==> config.mk <==
export PLATFORM = sky130hd
export DESIGN_NAME = huffman_bit_unpacker
export DESIGN_NICKNAME = d
export VERILOG_FILES = /design/src/rtl/huffman_bit_unpacker.sv
export SDC_FILE = /design/constraint.sdc
export NUM_CORES = 1
export LEC_CHECK = 0
export BUFFER_PORTS_ARGS = -buffer_cell sky130_fd_sc_hd__buf_2
export CAP_MARGIN = 20
export CORE_MARGIN = 1.5
export CORE_UTILIZATION = 61
export DETAILED_ROUTE_END_ITERATION = 6
export PLACE_DENSITY = 0.82
export SYNTH_ARGS = -nofsm -noshare
export SYNTH_HDL_FRONTEND = slang
export SYNTH_SLANG_ARGS = --single-unit
export TNS_END_PERCENT = 50
==> constraint.sdc <==
create_clock -name clk -period 5.5 [get_ports clk]
set_input_delay 0.55 -clock clk [delete_from_list [all_inputs] [get_ports clk]]
set_output_delay 0.55 -clock clk [all_outputs]
set_load 0.02 [all_outputs]
==> src/rtl/huffman_bit_unpacker.sv <==
// Huffman decoder front end: packs incoming bytes into an MSB-aligned bit buffer
// and exposes a look-ahead window from which the decoder retires variable-length codes.
module huffman_bit_unpacker #(
    parameter int BUF_W = 32,
    parameter int WIN_W = 16,
    parameter int CNT_W = 6,
    parameter int LEN_W = 5
) (
    input  logic             clk,
    input  logic             rst,
    input  logic             restart,
    input  logic [7:0]       in_data,
    input  logic             in_valid,
    output logic             in_ready,
    input  logic             in_last,
    output logic [WIN_W-1:0] win_data,
    output logic [CNT_W-1:0] win_count,
    output logic             win_full,
    input  logic             consume_en,
    input  logic [LEN_W-1:0] consume_len,
    output logic             stream_done,
    output logic             err_underflow
);

    localparam logic [1:0] ST_RUN   = 2'd0;
    localparam logic [1:0] ST_DRAIN = 2'd1;
    localparam logic [1:0] ST_DONE  = 2'd2;

    localparam logic [CNT_W-1:0] WIN_CNT   = CNT_W'(WIN_W);
    localparam logic [CNT_W-1:0] BYTE_CNT  = CNT_W'(8);
    localparam logic [CNT_W-1:0] RDY_LIMIT = CNT_W'(BUF_W - 8);

    logic [BUF_W-1:0] buf_r;
    logic [CNT_W-1:0] count_r;
    logic [1:0]       state_r;
    logic             err_r;

    logic [BUF_W-1:0] buf_next_s;
    logic [CNT_W-1:0] count_next_s;
    logic [1:0]       state_next_s;
    logic             err_next_s;
    logic             in_ready_s;
    logic             accept_s;
    logic             consume_legal_s;
    logic [CNT_W-1:0] len_ext_s;
    logic [CNT_W-1:0] shift_s;
    logic [CNT_W-1:0] rem_s;
    logic [BUF_W-1:0] shifted_s;
    logic [BUF_W-1:0] byte_pos_s;

    // Handshake readiness depends only on registered state, never on this cycle's consume.
    always_comb begin
        in_ready_s = 1'b0;
        if (state_r == ST_RUN) begin
            in_ready_s = (count_r <= RDY_LIMIT);
        end else begin
            in_ready_s = 1'b0;
        end
    end

    // Datapath: retire legal consume bits, then append an accepted byte right below the survivors.
    always_comb begin
        len_ext_s       = CNT_W'(consume_len);
        accept_s        = in_valid && in_ready_s;
        consume_legal_s = consume_en && (len_ext_s <= count_r) && (len_ext_s <= WIN_CNT);
        shift_s         = consume_legal_s ? len_ext_s : {CNT_W{1'b0}};
        rem_s           = count_r - shift_s;
        shifted_s       = buf_r << shift_s;
        byte_pos_s      = {in_data, {(BUF_W-8){1'b0}}} >> rem_s;
        if (accept_s) begin
            buf_next_s   = shifted_s | byte_pos_s;
            count_next_s = rem_s + BYTE_CNT;
        end else begin
            buf_next_s   = shifted_s;
            count_next_s = rem_s;
        end
        if (consume_en && !consume_legal_s) begin
            err_next_s = 1'b1;
        end else begin
            err_next_s = err_r;
        end
    end

    // Stream-level sequencing: RUN until the last byte, DRAIN until empty, DONE until restart.
    always_comb begin
        state_next_s = state_r;
        case (state_r)
            ST_RUN: begin
                if (accept_s && in_last) begin
                    state_next_s = ST_DRAIN;
                end else begin
                    state_next_s = ST_RUN;
                end
            end
            ST_DRAIN: begin
                if (count_next_s == {CNT_W{1'b0}}) begin
                    state_next_s = ST_DONE;
                end else begin
                    state_next_s = ST_DRAIN;
                end
            end
            ST_DONE: begin
                if (restart) begin
                    state_next_s = ST_RUN;
                end else begin
                    state_next_s = ST_DONE;
                end
            end
            default: begin
                state_next_s = ST_RUN;
            end
        endcase
    end

    // State registers; a restart out of DONE wipes the buffer and the sticky error.
    always_ff @(posedge clk) begin
        if (rst) begin
            buf_r   <= {BUF_W{1'b0}};
            count_r <= {CNT_W{1'b0}};
            state_r <= ST_RUN;
            err_r   <= 1'b0;
        end else if (state_r == ST_DONE && restart) begin
            buf_r   <= {BUF_W{1'b0}};
            count_r <= {CNT_W{1'b0}};
            state_r <= ST_RUN;
            err_r   <= 1'b0;
        end else begin
            buf_r   <= buf_next_s;
            count_r <= count_next_s;
            state_r <= state_next_s;
            err_r   <= err_next_s;
        end
    end

    assign in_ready      = in_ready_s;
    assign win_data      = buf_r[BUF_W-1 -: WIN_W];
    assign win_count     = count_r;
    assign win_full      = (count_r >= WIN_CNT);
    assign stream_done   = (state_r == ST_DONE);
    assign err_underflow = err_r;

endmodule

==> summary.md, run 1 <==
| Metric | Value |
|---|---|
| Outcome | `completed` |
| Fin nets | `between 600 and 700` |
| Post-synth EDFFs | `0` |
| # diodes | `0` |
| Final min period | `around 4600 ps` |
| Max-slew violations | `0` |
| Boundary Pins | `45` |
| DR iter-0 viols | `760` |
| Finished Cell Area | `slightly below 5000 sq um` |
| Worst Tran Pin Value | `approximately 850 ps` |
| Crit path buffers/inverters | `2` |
| CP Depth | `16` |
| P_leak | `0.00185 uW` |
| Worst Hold Class | `reg2reg` |
| Placed cell area | `4720 sq um` |
| Drt pass-1 iters | `6` |
| Worst vdd ir | `0.000499 V` |
| GPL Wtd Cong | `1.06` |
| Area Growth Syn to Fin | `3.96%` |
| Slowest CP cell | `a21oi_2` |
| RSZ-0062 raised after global routing | `false` |
| Peak Freq | `between 0.2 and 0.25 GHz` |
| First-pass GRT wire length | `between 20000 and 30000 microns` |
| Critical Path RT | `approximately 5700 ps` |
| Avg Cell Area, Syn | `7.42 sq um` |
| Crit path largest cell delay | `just under 500 ps` |
| Slew HR | `about 43%` |
| Routed via count | `5379` |
| Layout cells sized above 1 | `a little under a fifth` |
| Post-route DRC | `0` |
| CP Max Fanout | `30` |
| Setup violators final | `0` |
| Core ar. | `around 7300 sq um` |
| Overflow after GRT | `0` |
| Hold buffers post-CTS | `0` |
| Vias per cell | `7.41` |
| Die width | `90.3 microns` |
| CTS clk-pin slew, worst paths | `roughly 90 ps` |
| Final period utilization | `about 84%` |
| Distinct cells, synth | `80` |
| Kind of critical path | `reg2reg` |
| Clock Latency Late Sink | `around 300 ps` |
| Top FF cell, synth | `dfxtp_1` |
| Largest net degree at the start of global routing | `40` |
| Final hold violations | `0` |
| Setup crit start kind | `flop` |
| I/O Buffers | `between 40 and 50` |
| Synth warn | `0` |
| Worst hold stages | `2` |
| CTS buffer count | `5` |
| Post-synthesis register bit count | `41` |
| R2R cell count | `16` |
| Reg2Reg Setup Slack | `870 ps` |
| CP Cell Sequence | `inv_1 -> ha_1 -> nor2b_1 -> o21a_1 -> o21a_4 -> nor2_4 -> inv_2 -> ha_1 -> nor2b_1 -> o31a_1 -> o21ai_0 -> a21oi_2 -> and2_0 -> nand2_1 -> nor3b_1 -> a211oi_2` |
| Tot GR Track Use | `between 40% and 50%` |
| Cts repair resizes | `0` |
| CP Data Arrival Time | `around 4900 ps` |
| Postcts setup bufs | `0` |
| Die Height | `90.3 microns` |
| Die footprint | `slightly above 8000 sq um` |
| Clk buf depth | `2` |
| # rows | `31` |
| Vias in the first global route | `about 4800` |
| TNS Setup | `0 ps` |
| Clk root buf | `clkbuf_8` |
| CP endpoint kind | `flop` |
| Wire per inst | `23.8 microns` |
| Antenna-violating nets left | `0` |
| CTS H-tree depth | `2` |
| Worst Skew | `between 10 and 15 ps` |
| Detailed Route WL | `17300 microns` |
| CP delay by family, top | `simple AND/OR/NAND/NOR gates` |
| Synth Instances | `627` |
| Share of flip-flops with an asynchronous set or reset | `0%` |
| Synthesized Nets | `~660` |
| Register area share after synthesis | `17.7%` |
| CTS Sinks | `41` |
| Hpwl dp | `~13000 microns` |
| Initial antenna violation count | `0` |
| Synthesized area | `approximately 4600 sq um` |
| CTS tree | `yes` |
| P per Cell Area | `521 nW/um^2` |
| Starting Density | `between 60% and 70%` |
| Max Cap Viol | `0` |
-- metal layers --
| metal | vias up | global-route usage (%) | share of wire [%] | wire (microns) |
|---|---|---|---|---|
| met1 | 2435 | 57.6 | 38 | 6550 |
| li1 | 2332 | - | - | - |
| met2 | 540 | 62.6 | 43 | 7410 |
| met4 | 0 | 18.8 | 3.5 | 612 |
| met5 | - | 0 | 0 | 0 |
| met3 | 72 | 9.01 | 16 | 2700 |
-- per-stage QoR --
stage / std cells / setup slack [ps] / hold WS [ps] / total power, uW / util [%]
after floorplan: 627 / 1190 / 526 / 1780 / -
after global placement: 718 / 836 / 445 / 2150 / 64.4
after detailed placement: 718 / 683 / 465 / 2170 / 64.4
after CTS: 726 / 979 / 485 / 2430 / 65.9
after global routing: 726 / 663 / 515 / 2630 / 65.9
final: 726 / 873 / 483 / 2520 / 65.9
-- where the power goes --
group	internal (uW)	total, uW	leakage [uW]	switching [uW]
logic	603	1700	0.00146	1100
clock network	136	256	0.0000543	120
registers	388	563	0.000335	175
total	1130	2520	0.00185	1390
-- Yosys cell counts (6+ instances only) --
master	number	area, sq um
inv_1	14	52.6
and2_1	12	75.1
mux2i_1	24	240
a22oi_1	12	90.1
o22a_1	6	52.6
dfxtp_1	41	821
clkbuf_1	19	71.3
nand3_1	25	125
o21ai_0	36	180
nand2_1	65	244
a21oi_1	45	225
or3_1	7	43.8
o21a_1	10	75.1
o22ai_1	14	87.6
nor3_1	16	80.1
and3_1	6	37.5
buf_4	21	158
o32ai_1	12	105
ha_1	11	138
mux2_2	12	135
nor2_1	58	218
nor2b_1	8	50.1
buf_2	16	80.1
a31oi_1	12	75.1
-- final timing paths --
check                             startpoint                    endpoint
hold reg to reg   err_underflow$_SDFFE_PP0P_  err_underflow$_SDFFE_PP0P_
setup / recovery     win_count[1]$_SDFF_PP0_        buf_r[21]$_SDFF_PP0_
hold / removal    err_underflow$_SDFFE_PP0P_  err_underflow$_SDFFE_PP0P_
setup reg to reg     win_count[1]$_SDFF_PP0_        buf_r[21]$_SDFF_PP0_
-- registers in the layout, indices dropped and copies added (netlist names) --
register	cells
buf_r	32
win_count	6
state_r	2
err_underflow	1
-- tightest hold or removal path, cell delays in order, from the launching register on --
cell,delay (ps)
dfxtp_1,330
a21oi_1,50
nor2_1,70
-- layout by cell type, fill, tap and decap left out, drive strengths merged, types with 5 or more instances in the layout --
master  instances
a211oi          7
a21oi          48
a22oi          12
a31oi          14
and2           13
and3            7
buf            57
clkbuf          5
dfxtp          41
ha             11
inv            16
mux2           12
mux2i          24
mux4            5
nand2          69
nand2b          5
nand3          25
nor2           62
nor2b           9
nor3           16
o21a           11
o21ai          37
o22a            6
o22ai          14
o32ai          13
or2             5
or3             7
-- logic make-up after synthesis --
| kind of cell | after synthesis | share of synthesized area (%) |
|---|---|---|
| AOI/OAI and AO/OA | 217 | 33.9 |
| DFF | 41 | 17.7 |
| buffers and inverters | 82 | 9.42 |
| adders and majority gates | 12 | 3.39 |
| and+or+nand+nor | 230 | 24.4 |
| muxes | 41 | 10.5 |
| xor gates and xnor gates | 4 | 0.754 |
-- cell type report --
| cell class | count | area (sq um) |
|---|---|---|
| flip-flops and latches | 41 | 821 |
| repair buffers | 57 | 318 |
| well taps | 99 | 124 |
| fillers | 648 | 2500 |
| clock buffers | 5 | 68.8 |
| clock inverters | 3 | 46.3 |
| multi-input cells | 504 | 3390 |
| inverters | 17 | 65.1 |
Note: power is estimated with default switching activity, not from simulation.
==> run 2: changes to the inputs <==
clock period = 4.37 ns   (was 5.5 ns; I/O delays follow)
==> run 2 against run 1 <==
  * Wire length decreased by 2.7%
  * Non-clock buffer count grew 16
  * Setup slack worse by 520 ps
  * Sequential power grew 21%
  * Critical path depth rose by 3
  * Critical endpoint is now state_r[0]$_SDFF_PP0_
  * Largest cell class unchanged
  * Highest routed layer unchanged
==> summary.md, run 2 (same netlist as run 1, synthesis figures left out) <==
| Metric | Value |
|---|---|
| Vias per cell | `7.18 (-3.1%)` |
| RSZ-0062 raised after global routing | `false` |
| DR iter-0 viols | `861 (+13%)` |
| Worst Skew | `8.84 ps (-3.98 ps)` |
| Max-slew violations | `0 (unchanged)` |
| P per Cell Area | `645 nW/um^2 (+24%)` |
| Total power | `3200 uW (+27%)` |
| CP Cell Sequence | `inv_1 -> ha_1 -> nor2b_1 -> o21a_1 -> o21ai_4 -> buf_4 -> and3_1 -> inv_1 -> ha_1 -> o21ai_0 -> nand2b_1 -> xnor2_1 -> inv_1 -> ha_1 -> nor3_1 -> a31oi_1 -> nor3_1 -> nand2b_1 -> a221oi_1` |
| Die Height | `90.3 microns (unchanged)` |
| CTS Sinks | `41 (unchanged)` |
| Placed cell area | `4840 sq um (+2.5%)` |
| Drt pass-1 iters | `6 (unchanged)` |
| Postcts setup bufs | `0 (unchanged)` |
| Detailed Route WL | `16800 microns (-2.7%)` |
| Reg2Reg Setup Slack | `350 ps (-520 ps)` |
| Largest net degree at the start of global routing | `40 (unchanged)` |
| CP endpoint kind | `flop` |
| CP Max Fanout | `22 (-27%)` |
| Multi-input gate area | `3390 sq um (unchanged)` |
| Max Cap Viol | `0 (unchanged)` |
| R2R Path Start | `win_count[1]$_SDFF_PP0_` |
| GPL Wtd Cong | `1.07 (+1.0%)` |
| Number of fillers in the final layout | `645 (-0.46%)` |
| Boundary Pins | `45 (unchanged)` |
| CP delay by family, top | `simple AND/OR/NAND/NOR gates` |
| Initial antenna violation count | `0 (unchanged)` |
| Crit path largest cell delay | `400 ps (-90 ps)` |
| Register area | `821 sq um (unchanged)` |
| Vias in the first global route | `4894 (+0.99%)` |
| Overflow after GRT | `0 (unchanged)` |
| Biggest register | `buf_r` |
| Wire per inst | `22.7 microns (-4.8%)` |
| Final min period | `4020 ps (-612 ps)` |
| Slowest CP cell | `dfxtp_1` |
| Cts repair resizes | `0 (unchanged)` |
| First-pass GRT wire length | `26300 microns (-2.8%)` |
| Worst Hold End | `state_r[0]$_SDFF_PP0_` |
| Clk buf depth | `2 (unchanged)` |
| Area Growth Syn to Fin | `6.65%` |
| Most frequent cells in the layout | `nand2_1, nor2_1, a21oi_1` |
| Layout Utilization | `67.6% (+1.7 points)` |
| TNS Setup | `0 ps (unchanged)` |
| R2r endpoint | `state_r[0]$_SDFF_PP0_` |
| CTS clk-pin slew, worst paths | `80 ps (about the same)` |
| Outcome | `completed` |
| Clock Latency Late Sink | `310 ps (about the same)` |
| Kind of critical path | `reg2reg` |
| Setup crit start kind | `flop` |
| CP Data Arrival Time | `4190 ps (-660 ps)` |
| Commonest non-fill, non-tap cell in the layout | `nand2_1` |
| Worst vdd ir | `0.000598 V (+20%)` |
| Hpwl dp | `12300 microns (-2.0%)` |
| CTS tree | `yes` |
| Cell count after placement | `734 (+2.2%)` |
| Finished Cell Area | `4960 sq um (+2.6%)` |
| Crit path buffers/inverters | `4 (+2)` |
| Antenna-violating nets left | `0 (unchanged)` |
| Worst hold stages | `3 (+1)` |
| Peak Freq | `0.249 GHz (+15%)` |
| Post-route DRC | `0 (unchanged)` |
| I/O Buffers | `44 (unchanged)` |
| Cell Count, Final, Fillers Out | `742 (+2.2%)` |
| Final hold violations | `0 (unchanged)` |
| CTS H-tree depth | `2 (unchanged)` |
| Worst Tran Pin Value | `732 ps (-117 ps)` |
| Core ar. | `7330 sq um (unchanged)` |
| Final period utilization | `91.9% (+7.8 points)` |
| R2R cell count | `19 (+3)` |
| Starting Density | `63.4% (unchanged)` |
| Die width | `90.3 microns (unchanged)` |
| Worst Hold Class | `in2reg` |
| # diodes | `0 (unchanged)` |
| Hold_sp | `in_last` |
| P_leak | `0.00193 uW (+4.4%)` |
| Die footprint | `8150 sq um (unchanged)` |
| Layout cells sized above 1 | `20.7% (+2.0 points)` |
| Critical Path RT | `4540 ps (-1180 ps)` |
| Clk root buf | `clkbuf_8` |
| Slew HR | `51.2% (+7.8 points)` |
| CTS buffer count | `5 (unchanged)` |
| Hold buffers post-CTS | `0 (unchanged)` |
| Setup violators final | `0 (unchanged)` |
| Tot GR Track Use | `40.6% (-1.3 points)` |
| # rows | `31 (unchanged)` |
| Max FFs per register | `32 (unchanged)` |
| Fin nets | `673 (+2.4%)` |
| Routed via count | `5327 (-0.97%)` |
==> run 2: changes by cell type in the layout (fill, tap and decap cells not counted) <==
cell,delta
clkbuf_8,+1
clkinv_4,-1
buf_4,+16
==> run 2: worst max-delay path by stage <==
stage                                  from                    end  slack [ps]  depth (start not counted)
floorplan                    consume_len[0]  state_r[0]$_SDFF_PP0_         180                         23
global placement             consume_len[4]  state_r[0]$_SDFF_PP0_         450                         19
global route        win_count[4]$_SDFF_PP0_   buf_r[21]$_SDFF_PP0_         130                         17
CTS                 win_count[1]$_SDFF_PP0_  state_r[0]$_SDFF_PP0_         410                         19
detailed placement           consume_len[4]  state_r[0]$_SDFF_PP0_         370                         19
finish              win_count[1]$_SDFF_PP0_  state_r[0]$_SDFF_PP0_         350                         19
==> run 2: metal layers <==
layer | wire (microns) | up-vias | GRT usage, %
met4 | 904 | 0 | 22.2
li1 | - | 2375 | -
met3 | 2340 | 76 | 11.5
met5 | 0 | - | 0
met1 | 6440 | 2430 | 52.3
met2 | 7130 | 446 | 61.0
==> run 2: cell type report <==
cell class | count | area share, %
clock buffer | 6 | 1.67
inverter | 17 | 1.31
tap | 99 | 2.50
sequential | 41 | 16.6
multi-input combinational | 504 | 68.4
clock inverter | 2 | 0.757
timing repair buffer | 73 | 8.83
==> run 2: metrics by stage <==
step,setup slack (ps),hold slack (ps)
after floorplan,176,526
after global placement,454,443
after detailed placement,373,468
after CTS,409,409
after global routing,129,429
final,355,402
==> run 2: power by group <==
group	leakage (uW)	internal [uW]	switching [uW]
logic	0.00154	811	1380
registers	0.000335	489	191
clock network	0.0000574	186	143
total	0.00193	1490	1710
==> run 2: worst reg2reg max path, cell delays in order, from the launching register on <==
cell      delay (ps)
dfxtp_1          400
inv_1            110
ha_1             350
nor2b_1          140
o21a_1           210
o21ai_4          170
buf_4            310
and3_1           240
inv_1             80
ha_1             310
o21ai_0           90
nand2b_1          90
xnor2_1          180
inv_1            150
ha_1             320
nor3_1           190
a31oi_1           60
nor3_1           250
nand2b_1         160
a221oi_1          70
==> run 3: changes to the inputs <==
CAP_MARGIN = default   (was 20)
REMOVE_ABC_BUFFERS = 1   (was default)
==> run 3 against run 2 <==
  * The run now ends with design-rule violations left
  * Flip-flop and latch count unchanged
  * Non-clock buffer count decreased by 3
  * Sequential share of layout area is 0.13 points higher
  * Via count rose by 1.1%
  * Sequential power is 2% higher
  * Register-to-register slack worse by 90 ps
==> summary.md, run 3 (same netlist as run 1, synthesis figures left out) <==
| Metric | Value |
|---|---|
| RSZ-0062 raised after global routing | `false` |
| Die footprint | `8150 sq um (unchanged)` |
| Reg2Reg Setup Slack | `260 ps (-90 ps)` |
| TNS Setup | `0 ps (unchanged)` |
| Vias per cell | `7.30 (+1.7%)` |
| Starting Density | `63.4% (unchanged)` |
| Worst Tran Pin Value | `729 ps (-2.80 ps)` |
| Critical Path RT | `4590 ps (+50 ps)` |
| Routed via count | `5386 (+1.1%)` |
| Commonest non-fill, non-tap cell in the layout | `nand2_1` |
| CP Max Fanout | `14 (-36%)` |
| DR iter-0 viols | `939 (+9.1%)` |
| Postcts setup bufs | `0 (unchanged)` |
| # rows | `31 (unchanged)` |
| CTS H-tree depth | `2 (unchanged)` |
| Vias in the first global route | `4907 (+0.27%)` |
| Die width | `90.3 microns (unchanged)` |
| Boundary Pins | `45 (unchanged)` |
| Peak Freq | `0.243 GHz (-2.3%)` |
| Worst Skew | `4.86 ps (-3.98 ps)` |
| Detailed Route WL | `17500 microns (+4.2%)` |
| # diodes | `0 (unchanged)` |
| Biggest register | `buf_r` |
| Slew HR | `51.1% (-0.14 points)` |
| CP Cell Sequence | `inv_1 -> ha_1 -> and3_4 -> a31oi_4 -> o21ai_4 -> nand2_4 -> clkinv_2 -> ha_1 -> fa_1 -> nor3b_1 -> mux2i_1 -> a21oi_1 -> nand2_1 -> nor3b_1 -> a211oi_2` |
| Antenna-violating nets left | `0 (unchanged)` |
| Post-route DRC | `4 (+4)` |
| CP endpoint kind | `flop` |
| Final min period | `4110 ps (+93.0 ps)` |
| P per Cell Area | `649 nW/um^2 (+0.66%)` |
| Wire per inst | `23.8 microns (+4.8%)` |
| Die Height | `90.3 microns (unchanged)` |
| Pre-CTS WS | `294 ps (-78.6 ps)` |
| Worst Hold Class | `in2reg` |
| Setup crit start kind | `flop` |
| Total power | `3190 uW (-0.13%)` |
| Drt pass-1 iters | `7 (+1)` |
| Max Cap Viol | `0 (unchanged)` |
| CTS clk-pin slew, worst paths | `80 ps (about the same)` |
| Tot GR Track Use | `41.9% (+1.3 points)` |
| CP delay by family, top | `adder cells` |
| Area Growth Syn to Fin | `5.81%` |
| Setup violators final | `0 (unchanged)` |
| Core ar. | `7330 sq um (unchanged)` |
| I/O Buffers | `44 (unchanged)` |
| Clk buf depth | `2 (unchanged)` |
| Overflow after GRT | `0 (unchanged)` |
| Outcome | `finished with violations` |
| Fin nets | `670 (-0.45%)` |
| P_leak | `0.00191 uW (-0.89%)` |
| Hpwl dp | `12900 microns (+4.9%)` |
| Cts repair resizes | `0 (unchanged)` |
| Number of fillers in the final layout | `650 (+0.78%)` |
| Crit path buffers/inverters | `2 (-2)` |
| Hold buffers post-CTS | `0 (unchanged)` |
| Failing checks | `design-rule violations` |
| Layout cells sized above 1 | `20.2% (-0.50 points)` |
| Largest net degree at the start of global routing | `40 (unchanged)` |
| Max-slew violations | `0 (unchanged)` |
| Worst vdd ir | `0.000590 V (-1.3%)` |
| Kind of critical path | `reg2reg` |
| Most frequent cells in the layout | `nand2_1, nor2_1, a21oi_1` |
| Clock Latency Late Sink | `300 ps (about the same)` |
| Crit path largest cell delay | `660 ps (+260 ps)` |
| CTS Sinks | `41 (unchanged)` |
| CP Data Arrival Time | `4330 ps (+140 ps)` |
| First-pass GRT wire length | `27100 microns (+2.9%)` |
| Max FFs per register | `32 (unchanged)` |
| CTS tree | `yes` |
| Clk root buf | `clkbuf_8` |
| CTS buffer count | `5 (unchanged)` |
| Worst hold slack | `395 ps (-6.56 ps)` |
| Final period utilization | `94.0% (+2.1 points)` |
| GPL Wtd Cong | `1.05 (-1.4%)` |
| Post-route setup slack | `262 ps (-93.0 ps)` |
| Slowest CP cell | `fa_1` |
| Initial antenna violation count | `0 (unchanged)` |
| Final hold violations | `0 (unchanged)` |
run 3: worst paths after layout:
kind	from	to	cells past startpoint
min	in_last	state_r[0]$_SDFF_PP0_	3
max	win_count[4]$_SDFF_PP0_	buf_r[21]$_SDFF_PP0_	15
min reg2reg	err_underflow$_SDFFE_PP0P_	err_underflow$_SDFFE_PP0P_	2
max reg2reg	win_count[4]$_SDFF_PP0_	buf_r[21]$_SDFF_PP0_	15
run 3: metal layers:
metal | track usage (%) | vias to the layer above | part of all wire (%)
li1 | - | 2362 | -
met2 | 64.4 | 466 | 43
met3 | 8.16 | 93 | 14
met1 | 56.1 | 2465 | 38
met5 | 0 | - | 0
met4 | 20.6 | 0 | 5.0
run 3: area by class of cell:
type	count	area, sq um	area share [%]
inverter	17	65.1	1.32
timing repair buffer	70	415	8.44
clock buffer	5	68.8	1.40
clock inverter	2	35.0	0.712
tap	99	124	2.52
sequential	41	821	16.7
multi-input combinational	504	3390	68.9
run 3: power by group:
group,switching [uW],total (uW),internal [uW]
logic,1400,2200,794
registers,207,696,489
clock network,135,302,166
run 3: tightest hold or removal path, stage by stage:
cell	delay, ps
buf_2	90
nand2_1	50
a221oi_1	60
run 3: through the flow:
step,cell area (sq um),std cells,utilization [%]
after global placement,4820,731,65.7
final,4920,738,67.1
after global routing,4920,738,67.1
after floorplan,4280,562,-
after CTS,4920,738,67.1
after detailed placement,4820,731,65.7
